[config.mk]
export PLATFORM = sky130hd
export DESIGN_NAME = multicycle_main_fsm_flat
export DESIGN_NICKNAME = d
export VERILOG_FILES = /design/src/rtl/multicycle_main_fsm_if.sv /design/src/rtl/multicycle_main_fsm.sv /design/src/flat_wrapper.sv
export SDC_FILE = /design/constraint.sdc
export NUM_CORES = 1
export LEC_CHECK = 0
export CORE_UTILIZATION = 40
export DETAILED_ROUTE_END_ITERATION = 10
export DONT_BUFFER_PORTS = 1
export PLACE_DENSITY = 0.62
export SYNTH_ARGS = -nofsm -noshare
export SYNTH_HDL_FRONTEND = slang
export SYNTH_SLANG_ARGS = --single-unit
export TNS_END_PERCENT = 30
[constraint.sdc]
create_clock -name clk -period 7.64 [get_ports clk]
set_input_delay 2.292 -clock clk [delete_from_list [all_inputs] [get_ports clk]]
set_output_delay 2.292 -clock clk [all_outputs]
set_load 0.01 [all_outputs]
[src/rtl/multicycle_main_fsm_if.sv]
// Control bundle between the multicycle main FSM and the RV32I datapath/memory.
// master = the FSM (reads opcode and memory handshake, drives strobes/selects).
// slave  = the datapath/memory side.
interface multicycle_main_fsm_if #(
  parameter int CNT_W = 32
);
  logic [6:0]       op;
  logic             mem_ready;
  logic             mem_req;
  logic             AdrSrc;
  logic             IRWrite;
  logic             PCUpdate;
  logic             Branch;
  logic             RegWrite;
  logic             MemWrite;
  logic [1:0]       ResultSrc;
  logic [1:0]       ALUSrcA;
  logic [1:0]       ALUSrcB;
  logic [1:0]       ALUOp;
  logic [1:0]       ImmSrc;
  logic             fault;
  logic [1:0]       fault_code;
  logic [CNT_W-1:0] instret;

  modport master (
    input  op, mem_ready,
    output mem_req, AdrSrc, IRWrite, PCUpdate, Branch, RegWrite, MemWrite,
           ResultSrc, ALUSrcA, ALUSrcB, ALUOp, ImmSrc, fault, fault_code, instret
  );

  modport slave (
    output op, mem_ready,
    input  mem_req, AdrSrc, IRWrite, PCUpdate, Branch, RegWrite, MemWrite,
           ResultSrc, ALUSrcA, ALUSrcB, ALUOp, ImmSrc, fault, fault_code, instret
  );
endinterface

[src/rtl/multicycle_main_fsm.sv]
// Multicycle RV32I main control FSM: fetch/decode/execute/memory/writeback over a
// shared memory with a mem_req/mem_ready handshake, memory-timeout and
// illegal-opcode faults, and a retired-instruction counter.
// Optional: define MULTICYCLE_MAIN_FSM_JAL_EN to add the JAL state; otherwise
// opcode 1101111 is treated as illegal.
module multicycle_main_fsm #(
  parameter int CNT_W       = 32,
  parameter int TO_W        = 4,
  parameter int MEM_TIMEOUT = 15
) (
  input logic                   clk,
  input logic                   rst,
  multicycle_main_fsm_if.master bus
);

  localparam logic [6:0] OP_LW  = 7'b0000011;
  localparam logic [6:0] OP_SW  = 7'b0100011;
  localparam logic [6:0] OP_R   = 7'b0110011;
  localparam logic [6:0] OP_I   = 7'b0010011;
  localparam logic [6:0] OP_BEQ = 7'b1100011;
  localparam logic [6:0] OP_JAL = 7'b1101111;

  typedef enum logic [3:0] {
    S_FETCH, S_DECODE, S_MEMADR, S_MEMREAD, S_MEMWB, S_MEMWRITE,
    S_EXECUTER, S_EXECUTEI, S_ALUWB, S_BEQ,
`ifdef MULTICYCLE_MAIN_FSM_JAL_EN
    S_JAL,
`endif
    S_FAULT
  } state_t;

  state_t           state_reg, state_next;
  logic [TO_W-1:0]  wait_cnt_reg;
  logic [CNT_W-1:0] instret_reg;
  logic [1:0]       fault_code_reg, fault_code_next;

  logic       waiting;   // state is stalled on the memory handshake
  logic       retire;    // leaving this state completes an instruction
  logic       mem_req_raw, ir_write_raw, pc_update_raw, branch_raw;
  logic       reg_write_raw, mem_write_raw;
  logic       adr_src;
  logic [1:0] result_src, alu_src_a, alu_src_b, alu_op;

  // State, wait counter, retire counter and fault code registers
  always_ff @(posedge clk or posedge rst) begin
    if (rst) begin
      state_reg      <= S_FETCH;
      wait_cnt_reg   <= '0;
      instret_reg    <= '0;
      fault_code_reg <= 2'b00;
    end else begin
      state_reg      <= state_next;
      fault_code_reg <= fault_code_next;
      if (state_next != state_reg)
        wait_cnt_reg <= '0;
      else if (waiting && !bus.mem_ready)
        wait_cnt_reg <= wait_cnt_reg + 1'b1;
      if (retire)
        instret_reg <= instret_reg + 1'b1;
    end
  end

  // Next-state and Moore decode of strobes/selects from the current state
  always_comb begin
    state_next      = state_reg;
    fault_code_next = fault_code_reg;
    waiting         = 1'b0;
    retire          = 1'b0;
    mem_req_raw     = 1'b0;
    ir_write_raw    = 1'b0;
    pc_update_raw   = 1'b0;
    branch_raw      = 1'b0;
    reg_write_raw   = 1'b0;
    mem_write_raw   = 1'b0;
    adr_src         = 1'b0;
    result_src      = 2'b00;
    alu_src_a       = 2'b00;
    alu_src_b       = 2'b00;
    alu_op          = 2'b00;
    case (state_reg)
      S_FETCH: begin
        mem_req_raw   = 1'b1;
        alu_src_b     = 2'b10;
        result_src    = 2'b10;
        ir_write_raw  = bus.mem_ready;
        pc_update_raw = bus.mem_ready;
        waiting       = 1'b1;
        if (bus.mem_ready) state_next = S_DECODE;
      end
      S_DECODE: begin
        alu_src_a = 2'b01;
        alu_src_b = 2'b01;
        case (bus.op)
          OP_LW, OP_SW: state_next = S_MEMADR;
          OP_R:         state_next = S_EXECUTER;
          OP_I:         state_next = S_EXECUTEI;
          OP_BEQ:       state_next = S_BEQ;
`ifdef MULTICYCLE_MAIN_FSM_JAL_EN
          OP_JAL:       state_next = S_JAL;
`endif
          default: begin
            state_next      = S_FAULT;
            fault_code_next = 2'b01;
          end
        endcase
      end
      S_MEMADR: begin
        alu_src_a  = 2'b10;
        alu_src_b  = 2'b01;
        state_next = (bus.op == OP_LW) ? S_MEMREAD : S_MEMWRITE;
      end
      S_MEMREAD: begin
        mem_req_raw = 1'b1;
        adr_src     = 1'b1;
        waiting     = 1'b1;
        if (bus.mem_ready) state_next = S_MEMWB;
      end
      S_MEMWB: begin
        result_src    = 2'b01;
        reg_write_raw = 1'b1;
        retire        = 1'b1;
        state_next    = S_FETCH;
      end
      S_MEMWRITE: begin
        mem_req_raw   = 1'b1;
        adr_src       = 1'b1;
        mem_write_raw = 1'b1;
        waiting       = 1'b1;
        if (bus.mem_ready) begin
          retire     = 1'b1;
          state_next = S_FETCH;
        end
      end
      S_EXECUTER: begin
        alu_src_a  = 2'b10;
        alu_op     = 2'b10;
        state_next = S_ALUWB;
      end
      S_EXECUTEI: begin
        alu_src_a  = 2'b10;
        alu_src_b  = 2'b01;
        alu_op     = 2'b10;
        state_next = S_ALUWB;
      end
      S_ALUWB: begin
        reg_write_raw = 1'b1;
        retire        = 1'b1;
        state_next    = S_FETCH;
      end
      S_BEQ: begin
        alu_src_a  = 2'b10;
        alu_op     = 2'b01;
        branch_raw = 1'b1;
        retire     = 1'b1;
        state_next = S_FETCH;
      end
`ifdef MULTICYCLE_MAIN_FSM_JAL_EN
      S_JAL: begin
        alu_src_a     = 2'b01;
        alu_src_b     = 2'b10;
        pc_update_raw = 1'b1;
        state_next    = S_ALUWB;
      end
`endif
      S_FAULT: state_next = S_FAULT;
      default: state_next = S_FETCH;
    endcase
    // A completing handshake takes priority over the timeout
    if (waiting && !bus.mem_ready && wait_cnt_reg == TO_W'(MEM_TIMEOUT)) begin
      state_next      = S_FAULT;
      fault_code_next = 2'b10;
    end
  end

  // Immediate format select depends only on the opcode, not on the state
  always_comb begin
    case (bus.op)
      OP_SW:   bus.ImmSrc = 2'b01;
      OP_BEQ:  bus.ImmSrc = 2'b10;
      OP_JAL:  bus.ImmSrc = 2'b11;
      default: bus.ImmSrc = 2'b00;
    endcase
  end

  // Strobes are gated by rst so nothing fires while reset is held
  assign bus.mem_req    = mem_req_raw   & ~rst;
  assign bus.IRWrite    = ir_write_raw  & ~rst;
  assign bus.PCUpdate   = pc_update_raw & ~rst;
  assign bus.Branch     = branch_raw    & ~rst;
  assign bus.RegWrite   = reg_write_raw & ~rst;
  assign bus.MemWrite   = mem_write_raw & ~rst;
  assign bus.AdrSrc     = adr_src;
  assign bus.ResultSrc  = result_src;
  assign bus.ALUSrcA    = alu_src_a;
  assign bus.ALUSrcB    = alu_src_b;
  assign bus.ALUOp      = alu_op;
  assign bus.fault      = (state_reg == S_FAULT);
  assign bus.fault_code = fault_code_reg;
  assign bus.instret    = instret_reg;

endmodule

[src/flat_wrapper.sv]
// flat-port wrapper written by rule: the top's interface ports become plain ports
module multicycle_main_fsm_flat 
#(
  parameter int CNT_W       = 32,
  parameter int TO_W        = 4,
  parameter int MEM_TIMEOUT = 15
)
  (clk, rst, bus_op, bus_mem_ready, bus_mem_req, bus_AdrSrc, bus_IRWrite, bus_PCUpdate, bus_Branch, bus_RegWrite, bus_MemWrite, bus_ResultSrc, bus_ALUSrcA, bus_ALUSrcB, bus_ALUOp, bus_ImmSrc, bus_fault, bus_fault_code, bus_instret);
  multicycle_main_fsm_if #(.CNT_W(CNT_W)) bus_i ();
  input logic clk;
  input logic rst;
  input wire logic [$bits(bus_i.op)-1:0] bus_op;
  input wire logic [$bits(bus_i.mem_ready)-1:0] bus_mem_ready;
  output wire logic [$bits(bus_i.mem_req)-1:0] bus_mem_req;
  output wire logic [$bits(bus_i.AdrSrc)-1:0] bus_AdrSrc;
  output wire logic [$bits(bus_i.IRWrite)-1:0] bus_IRWrite;
  output wire logic [$bits(bus_i.PCUpdate)-1:0] bus_PCUpdate;
  output wire logic [$bits(bus_i.Branch)-1:0] bus_Branch;
  output wire logic [$bits(bus_i.RegWrite)-1:0] bus_RegWrite;
  output wire logic [$bits(bus_i.MemWrite)-1:0] bus_MemWrite;
  output wire logic [$bits(bus_i.ResultSrc)-1:0] bus_ResultSrc;
  output wire logic [$bits(bus_i.ALUSrcA)-1:0] bus_ALUSrcA;
  output wire logic [$bits(bus_i.ALUSrcB)-1:0] bus_ALUSrcB;
  output wire logic [$bits(bus_i.ALUOp)-1:0] bus_ALUOp;
  output wire logic [$bits(bus_i.ImmSrc)-1:0] bus_ImmSrc;
  output wire logic [$bits(bus_i.fault)-1:0] bus_fault;
  output wire logic [$bits(bus_i.fault_code)-1:0] bus_fault_code;
  output wire logic [$bits(bus_i.instret)-1:0] bus_instret;
  assign bus_i.op = bus_op;
  assign bus_i.mem_ready = bus_mem_ready;
  assign bus_mem_req = bus_i.mem_req;
  assign bus_AdrSrc = bus_i.AdrSrc;
  assign bus_IRWrite = bus_i.IRWrite;
  assign bus_PCUpdate = bus_i.PCUpdate;
  assign bus_Branch = bus_i.Branch;
  assign bus_RegWrite = bus_i.RegWrite;
  assign bus_MemWrite = bus_i.MemWrite;
  assign bus_ResultSrc = bus_i.ResultSrc;
  assign bus_ALUSrcA = bus_i.ALUSrcA;
  assign bus_ALUSrcB = bus_i.ALUSrcB;
  assign bus_ALUOp = bus_i.ALUOp;
  assign bus_ImmSrc = bus_i.ImmSrc;
  assign bus_fault = bus_i.fault;
  assign bus_fault_code = bus_i.fault_code;
  assign bus_instret = bus_i.instret;
  multicycle_main_fsm #(.CNT_W(CNT_W), .TO_W(TO_W), .MEM_TIMEOUT(MEM_TIMEOUT)) u_core (.clk(clk), .rst(rst), .bus(bus_i));
endmodule
# Word-level counts from Yosys, hierarchy flattened
# Index checks and enable logic that the tools add are counted.
dict set report classes {
  n_addsub 2
  eq_ne 19
  n_mux 25
  n_bitwise 6
  reduce_logical 16
}
# op n
set op_table {}
lappend op_table {{adder 32 x 1 -> 32 bit (second input constant)} 1}
lappend op_table {{case mux 4 bit (7 select lines)} 1}
lappend op_table {{two-way mux 4 bit} 6}
lappend op_table {{equality test 4 x 3 -> 1 bit (second input constant)} 4}
lappend op_table {{equality test 4 bit (second input constant)} 4}
lappend op_table {{case mux 2 bit (2 select lines)} 4}
lappend op_table {{case mux 4 bit (4 select lines)} 1}
lappend op_table {{equality test 7 x 6 -> 1 bit (second input constant)} 2}
lappend op_table {{equality test 7 bit (second input constant)} 2}
lappend op_table {{OR reduction 3 bit} 3}
lappend op_table {{equality test 4 x 2 -> 1 bit (second input constant)} 2}
lappend op_table {{OR reduction 2 bit} 4}
lappend op_table {{equality test 7 x 2 -> 1 bit (second input constant)} 1}
lappend op_table {{equality test 7 x 5 -> 1 bit (second input constant)} 1}
lappend op_table {{two-way mux 1 bit} 7}
lappend op_table {{two-way mux 2 bit} 3}
lappend op_table {{case mux 2 bit (3 select lines)} 1}
lappend op_table {{bitwise AND 1 bit} 5}
lappend op_table {{OR reduction 5 bit} 1}
lappend op_table {{adder 4 x 1 -> 4 bit (second input constant)} 1}
lappend op_table {{equality test 4 x 1 -> 1 bit (second input constant)} 1}
lappend op_table {{zero test 4 bit} 1}
lappend op_table {{inequality test 4 bit} 1}
lappend op_table {{nonzero test 2 bit} 2}
lappend op_table {{other kinds (8)} 9}
dict set report word_totals {
  reg_bits 42
  input_bits 10
  output_inout_bits 52
  wordCells 72
}

# Longest topological paths before layout
# Gate-level depths: netlist (run 1).
dict set report logic_depth {
  depth_word 8
  depth_mapped 7
  ltp_nobuf 6
}

# Worst setup path after synthesis (run 1)
# Ideal clock, no wire load.
dict set report synth_timing {
  path_type {input to output}
  from {in rst}
  to {out bus_PCUpdate}
  arrival_time_ns 3.696
  required_time_ns 5.348
  slack_ns 1.652
  path_stages 3
  path_buffers 1
  cell_sequence {inv_1 -> and3_1 -> buf_4}
}
dict set report synth_between {
  elab_chain_cells 2
}
# item line
set synth_rtl {}
lappend synth_rtl {{start: declaration} flat_wrapper.sv:11} ;# input logic rst;
lappend synth_rtl {{inverter 1 bit} -}
lappend synth_rtl {{bitwise AND 1 bit} -}
lappend synth_rtl {{end: declaration} flat_wrapper.sv:17} ;# output wire logic [$bits(bus_i.PCUpdate)-1:0] bus_PCUpdate;
# Every way passes these cells.

# Worst setup path in the final report (run 1)
# Same ends and word-level chain as after synthesis.

==> impl_metrics.toml, run 1 <==
[synthesis]
syn_nets = 260
synthTopCellsByArea = "dfrtp_1 (43%), xnor2_1 (8.2%), xor2_1 (5.0%)"
synthArstFlopShare_pct = 100
synth_top_area_share_pct = 42.9
netlist_area_sq_um = 2450
syn_avg_cell_area_sq_um = 9.89
synth_area_leader_cell = "dfrtp_1"
synth-edff-count = 0
yosysWarnings = 0
ys_seq_area_share_pct = 42.9
syn_inst = 248
synth-main-ff-cell = "dfrtp_1"
synth-seq-cells = 42
netlist-cell-type-count = 48

[worst_setup_path]
required_ps = 5350
critPathArrivalTime_ps = 3170
worstReg2RegStart = "u_core.state_reg[0]"
slowest_delay_ps = 450
cp_cell_sequence = "clkinv_1, buf_4, and3_1"
worstSetupStartpointType = "input pin"
cpMaxStageDelayCell = "buf_4"
end_kind = "output port"
crit_family = "buffers and inverters"
crit_start = "rst"
critPathBufInv = 2
critical_path_class = "in2out"
cp_max_fo = 42

[clocking]
cts_tree = "done"
postCtsSetupBuffers = 0
cts-resized-gates = 0
postCtsHoldBufs = 0
htree_num_levels = 2
clk_path_buf_depth = 2
clock_sinks = 42
path_clk_slew_ps = 70
root_buffer = "clkbuf_8"
insertion_delay_ps = 290
cts_buffers = 5

[layout]
drive_above_1_share_pct = 11.4
diodes = 0
final_cell_mix = "dfrtp_1 (42), nand3_1 (23), xnor2_1 (23)"
nets = 258
final_common_cell = "dfrtp_1"
area_delta_synth_final_pct = 5.20
largest_reg_flops = 32

[pwr]
p_leak_nw = 1.12
ir_drop_v = 0.000117
p_per_area_nw_per_um2 = 279

[global_route]
grt_overflow_total = 0
antenna_found_initial = 0
grt_pass1_wl_um = 8430
grt_start_max_net_pins = 43
grt_pass1_vias = 1725
track_usage_pct = 17.0

[timing]
finalClockSkew_ps = 10.3
setup_tns_ps = 0
finalHoldViolCount = 0
setup_viol_count_final = 0
max-slew-margin-rel_pct = 36.0
worst_slew_pin_slew_ps = 935
max_freq_ghz = 0.183
fin_ws_ps = 2170
slew_violations = 0
fin_hold_ws_ps = 548
period_share_pct = 71.5
rsz0062_at_grt = "false"
finalCriticalPeriod_ps = 5470

[floorplan]
io-pin-count = 62
start_util_pct = 41.4
die_w_um = 80.3
die-area_sq_um = 6450
die_y_um = 80.3
core_area_sq_um = 5920
row_count = 28

[route]
vias = 1825
wl_met3_um = 336
wl_per_cell_um = 16.5
route.top_layer_used = "met4"
drt-initial-drc-count = 69
drcViolationCount = 0
met1_length_um = 2350
via_per_inst = 5.69
drt-pass1-iter-count = 4
ant_nets = 0
wl_um = 5280
wl_met2_um = 2560

[placement]
gp_congestion = 0.797
hpwl_um = 3840
portBuffers = 0
pre_cts_ws_ps = 2120

[outcome]
outcome = "completed"

[hold_path]
hold_class = "reg2reg"
worst_hold_startpoint = "u_core.bus.instret[20]"

[run]
maxCapViolations = 0
[worst paths after layout]
| check | to | slack (ps) | cells after the start |
|---|---|---|---|
| worst max register to register | u_core.wait_cnt_reg[0] | 5390 | 5 |
| worst min-delay path | u_core.bus.instret[20] | 550 | 1 |
| worst min register to register | u_core.bus.instret[20] | 550 | 1 |
| worst max-delay path | bus_PCUpdate | 2170 | 3 |
| min in group asynchronous | u_core.state_reg[0] | 1730 | 1 |
| max in group asynchronous | u_core.bus.instret[17] | 5230 | 2 |
[worst register-to-register path, cell delays in order (launching register included)]
cell	delay, ps
dfrtp_1	700
nor4b_2	580
o211ai_1	240
a32oi_2	290
a21oi_2	130
nor3_1	230
[cells in the mapped netlist, types with 2 or more instances]
library cell	n
buf_2	4
mux2i_1	2
clkbuf_1	3
and3b_1	3
mux2_2	3
nand2_1	15
o311ai_0	2
buf_1	2
and3_1	10
and2b_2	2
ha_1	2
nor4_1	5
and2_1	6
nor2_1	18
a21oi_1	2
nand4_1	10
xor2_1	14
xnor2_1	23
inv_1	6
dfrtp_1	42
nand2b_1	4
o21ai_0	5
nor3_1	12
nor4b_2	3
nor2b_1	4
nand3_1	23
and4_4	2
[where the power goes]
group | internal (mW) | switching (mW)
combinational | 0.104 | 0.170
clock | 0.0613 | 0.0703
sequential | 0.247 | 0.0672
total | 0.412 | 0.307
[area by class of cell]
class | count | area (sq um)
fill | 579 | 3340
inverter | 6 | 22.5
multi-input combinational | 189 | 1320
clock inverter | 2 | 10.0
tap | 75 | 93.8
clock buffer | 5 | 68.8
timing repair buffer | 2 | 15.0
sequential | 42 | 1050
[stage by stage]
step,instances,area (sq um),power [mW],util (%)
2_1_floorplan,248,2450,0.541,-
3_3_place_gp,314,2500,0.589,42.2
3_5_place_dp,314,2500,0.595,42.2
4_1_cts,321,2580,0.729,43.6
5_1_grt,321,2580,0.774,43.6
6_report,321,2580,0.719,43.6
[cells by family (layout without fill, tap and decap cells)]
kind of cell / after synthesis / after routing / synth area share, %
flip-flops: 42 / 42 / 42.9
buffers and inverters: 17 / 15 / 3.37
XOR/XNOR: 37 / 37 / 13.2
adder cells (fa/ha/maj): 2 / 2 / 1.02
AND/OR/NAND/NOR: 126 / 126 / 31.1
AO/OA/AOI/OAI: 19 / 19 / 6.23
multiplexers: 5 / 5 / 2.19
[per-layer routing]
layer  vias up  global-route usage, %
met5         -                      0
met4         0                   3.75
met3         4                   6.70
met2        52                   27.2
met1       887                   21.7
li1        882                      -
Note: power is estimated with default switching activity, not from simulation.
==> run 2, diff against run 1 <==
Settings changed: PLACE_DENSITY 0.62 to 0.64.
Clock period 7.64 ns to 4.69 ns, I/O delays scaled along.
==> run 2 against run 1 <==
Net effect: worst hold slack worse by 9.5 ps; final cell count up 0.31%; clock skew down 2.5 ps; setup slack worse by 1100 ps; critical path type unchanged; largest cell class unchanged.
==> impl_metrics.toml, run 2 (synthesized netlist as in run 1, its figures left out) <==
[outcome]
outcome = "completed"

[worst_setup_path]
required_ps = 3280
slowest_delay_ps = 450
cp.depth = 2
end_kind = "output port"
critPathBufInv = 1
reg2reg_to = "u_core.wait_cnt_reg[0]"
critPathArrivalTime_ps = 2210
worstReg2RegStart = "u_core.state_reg[0]"
worstSetupStartpointType = "input pin"
cp_cell_sequence = "clkinv_1, and3_1"
cp_max_fo = 14
cp-endpoint = "bus_PCUpdate"
critical_path_class = "in2out"
rr_worst_depth = 5
r2r_setup_slack_ps = 2370
crit_start = "rst"
crit_family = "simple AND/OR/NAND/NOR gates"
cpMaxStageDelayCell = "and3_1"

[route]
wl_um = 5290
drt-pass1-iter-count = 4
drcViolationCount = 0
wl_per_cell_um = 16.4
ant_nets = 0
drt-initial-drc-count = 62
vias = 1843
via_per_inst = 5.72

[layout]
largest_reg_flops = 32
nets = 258
fin_cells = 322
finalInstanceArea_sq_um = 2590
drive_above_1_share_pct = 11.3
final_common_cell = "dfrtp_1"
area_delta_synth_final_pct = 5.51
diodes = 0
final_cell_mix = "dfrtp_1 (42), nand3_1 (23), xnor2_1 (23)"

[clocking]
path_clk_slew_ps = 80
cts_tree = "done"
insertion_delay_ps = 290
clock_sinks = 42
postCtsHoldBufs = 0
postCtsSetupBuffers = 0
cts_buffers = 5
cts-resized-gates = 0
root_buffer = "clkbuf_8"
clk_path_buf_depth = 2
htree_num_levels = 2

[timing]
max-slew-margin-rel_pct = 44.9
finalHoldViolCount = 0
finalClockSkew_ps = 7.83
setup_viol_count_final = 0
fin_hold_ws_ps = 539
setup_tns_ps = 0
worst_slew_pin_slew_ps = 805
rsz0062_at_grt = "false"
period_share_pct = 77.2
slew_violations = 0
fin_ws_ps = 1070
max_freq_ghz = 0.276
finalCriticalPeriod_ps = 3620

[placement]
dpl_cell_area_sq_um = 2500
dp_cells = 314
portBuffers = 0
gp_congestion = 0.789
hpwl_um = 3830
pre_cts_ws_ps = 1010

[floorplan]
row_count = 28
die_w_um = 80.3
die-area_sq_um = 6450
io-pin-count = 62
start_util_pct = 41.4
core_area_sq_um = 5920
die_y_um = 80.3

[global_route]
grt_pass1_wl_um = 8400
track_usage_pct = 17.2
grt_start_max_net_pins = 32
grt_overflow_total = 0
antenna_found_initial = 0
grt_pass1_vias = 1733

[hold_path]
hold_class = "reg2reg"
worst_hold_startpoint = "u_core.bus.instret[31]"

[run]
maxCapViolations = 0

[pwr]
p_per_area_nw_per_um2 = 459
p_leak_nw = 1.12
ir_drop_v = 0.000408
==> run 2: cell types whose count changed in the layout (fill, tap and decap cells not counted), sizes merged <==
| cell | previous run | this run |
|---|---|---|
| clkbuf | 5 | 6 |
==> run 2: how the worst min path moves through the flow <==
| stage | to | slack, ps | depth (start not counted) |
|---|---|---|---|
| finish | u_core.bus.instret[31] | 540 | 1 |
| global route | u_core.bus.instret[31] | 570 | 1 |
| CTS | u_core.bus.instret[31] | 540 | 1 |
| detailed placement | u_core.bus.instret[31] | 530 | 1 |
| global placement | u_core.bus.instret[31] | 520 | 1 |
| floorplan | u_core.bus.instret[31] | 510 | 1 |
==> run 2: per-stage QoR <==
step	utilization [%]	total power, mW
3_5_place_dp	42.2	0.960
3_3_place_gp	42.2	0.956
4_1_cts	43.7	1.19
5_1_grt	43.7	1.26
2_1_floorplan	-	0.882
6_report	43.7	1.19
==> run 2: power by group <==
part / internal (mW) / switching (mW) / total [mW]
clock: 0.105 / 0.125 / 0.231
sequential: 0.403 / 0.110 / 0.512
combinational: 0.169 / 0.276 / 0.445
total: 0.676 / 0.511 / 1.19
==> run 2: cell type report <==
type	count	area, sq um
Fill cell	565	3330
Multi-Input combinational cell	189	1320
Timing Repair Buffer	2	15.0
Clock buffer	6	72.6
Inverter	6	22.5
Sequential cell	42	1050
Clock inverter	2	13.8
Tap cell	75	93.8
==> run 2: layer usage <==
layer	GRT usage, %	part of all wire (%)	wire length (um)	up-vias
met5	0	0	0	-
met4	5.18	0.74	39	0
met3	5.68	6.0	317	5
met2	27.6	47	2470	55
met1	21.7	47	2470	902
li1	-	-	-	881
==> run 3, diff against run 2 <==
Settings changed: PLACE_DENSITY 0.64 to 0.62.
Clock period 4.69 ns to 3.6 ns, I/O delays scaled along.
==> run 3 against run 2 <==
Net effect: sequential power rose by 31%; register-to-register slack lost 1000 ps; first-iteration DRC count up 52%; final area increased by 2.5%; flip-flop and latch count unchanged; global-route usage rose by 0.37 points; count of clock-buffer cells in the layout decreased by 1; total power rose by 39%; clock skew hardly changed.
==> impl_metrics.toml, run 3 (synthesized netlist as in run 1, its figures left out) <==
[outcome]
outcome = "completed"

[global_route]
grt_pass1_wl_um = 8590
use_met2_pct = 28.5
busiest_layer = "met2"
grtUsageMet3_pct = 5.57
gr-usage-met1_pct = 21.6
antenna_found_initial = 0
grt_overflow_total = 0
grt_start_max_net_pins = 25
grt_pass1_vias = 1729
track_usage_pct = 17.5

[placement]
dp_cells = 319
portBuffers = 0
hpwl_um = 3960
gp_congestion = 0.816
pre_cts_ws_ps = 854

[worst_setup_path]
end_kind = "output port"
cp_max_fo = 19
slowest_delay_ps = 700
crit_start = "u_core.state_reg[0]"
critical_path_class = "reg2out"
r2r_setup_slack_ps = 1370
rr_worst_depth = 5
cpMaxStageDelayCell = "dfrtp_1"
required_ps = 2520
worstReg2RegStart = "u_core.state_reg[0]"
reg2reg_to = "u_core.wait_cnt_reg[2]"
cp_cell_sequence = "nor2b_1, mux2_2, and3_1"
worstSetupStartpointType = "flop"
critPathArrivalTime_ps = 1840

[clocking]
postCtsSetupBuffers = 0
postCtsHoldBufs = 0
cts_buffers = 5
insertion_delay_ps = 300
htree_num_levels = 2
root_buffer = "clkbuf_8"
path_clk_slew_ps = 80
cts_tree = "done"
clk_path_buf_depth = 2
cts-resized-gates = 0
clock_sinks = 42

[floorplan]
die-area_sq_um = 6450
row_count = 28
die_w_um = 80.3
io-pin-count = 62
core_area_sq_um = 5920
die_y_um = 80.3
start_util_pct = 41.4

[timing]
fin_ws_ps = 681
finalHoldViolCount = 0
period_share_pct = 81.1
fin_hold_ws_ps = 521
worst_slew_pin_slew_ps = 690
slew_violations = 0
setup_viol_count_final = 0
finalCriticalPeriod_ps = 2920
max_freq_ghz = 0.343
setup_tns_ps = 0
rsz0062_at_grt = "false"
finalClockSkew_ps = 7.70
max-slew-margin-rel_pct = 53.7

[route]
wl_per_cell_um = 16.1
drcViolationCount = 0
drt-initial-drc-count = 94
drt-pass1-iter-count = 4
via_per_inst = 5.57
vias = 1822
wl_um = 5270
ant_nets = 0

[layout]
area_delta_synth_final_pct = 8.16
largest_reg_flops = 32
ff_latch_area_sq_um = 1050
drive_above_1_share_pct = 13.5
diodes = 0
fin_cells = 327
nets = 263
multi_input_area_sq_um = 1320
final_cell_mix = "dfrtp_1 (42), nand3_1 (23), xnor2_1 (23)"
final_common_cell = "dfrtp_1"
n_fill_cell = 576

[pwr]
fin_total_pwr_mw = 1.65
p_per_area_nw_per_um2 = 623
p_leak_nw = 1.15
ir_drop_v = 0.000299

[run]
maxCapViolations = 0

[hold_path]
hold_class = "in2async"
[run 3: cell count changes in the layout (fill, tap and decap cells not counted)]
cell        before  now
buf_4            2    7
clkinv_4         1    0
clkinvlp_4       0    2
bufinv_16        0    1
clkinv_2         1    0
clkbuf_1         1    0
[run 3: routing by layer]
metal | routed length, um | vias up
met1 | 2410 | 874
met4 | 52 | 0
met3 | 337 | 5
li1 | - | 887
met2 | 2470 | 56
met5 | 0 | -
[run 3: layout make-up]
cell class / count / area share [%]
Clock buffer: 5 / 2.59
Clock inverter: 3 / 1.70
Inverter: 6 / 0.849
Multi-Input combinational cell: 189 / 49.7
Sequential cell: 42 / 39.6
Tap cell: 75 / 3.54
Timing Repair Buffer: 7 / 1.98
[run 3: per-stage QoR]
step | cell area (sq um) | utilization (%)
floorplan | 2450 | -
global placement | 2540 | 42.9
detailed placement | 2540 | 42.9
CTS | 2650 | 44.8
global route | 2650 | 44.8
finish | 2650 | 44.8
[run 3: worst max-delay path by stage]
stage                     slack (ps)             to  cells past startpoint
after global routing             510    bus_mem_req                      3
after floorplan                   40   bus_PCUpdate                      3
final                            680    bus_mem_req                      3
after detailed placement         850  bus_ImmSrc[1]                      3
after global placement           860  bus_ImmSrc[1]                      3
after CTS                        680    bus_mem_req                      3
[run 3: power breakdown]
group          switching, mW  total, mW  internal [mW]
logic                  0.359      0.605          0.246
clock network          0.172      0.378          0.206
registers              0.145      0.670          0.524
[run 3: critical path, delay by kind of cell, from the launching register on]
family           cells  cell delay, ps
DFF                  1             700
and+or+nand+nor      2             570
muxes                1             280
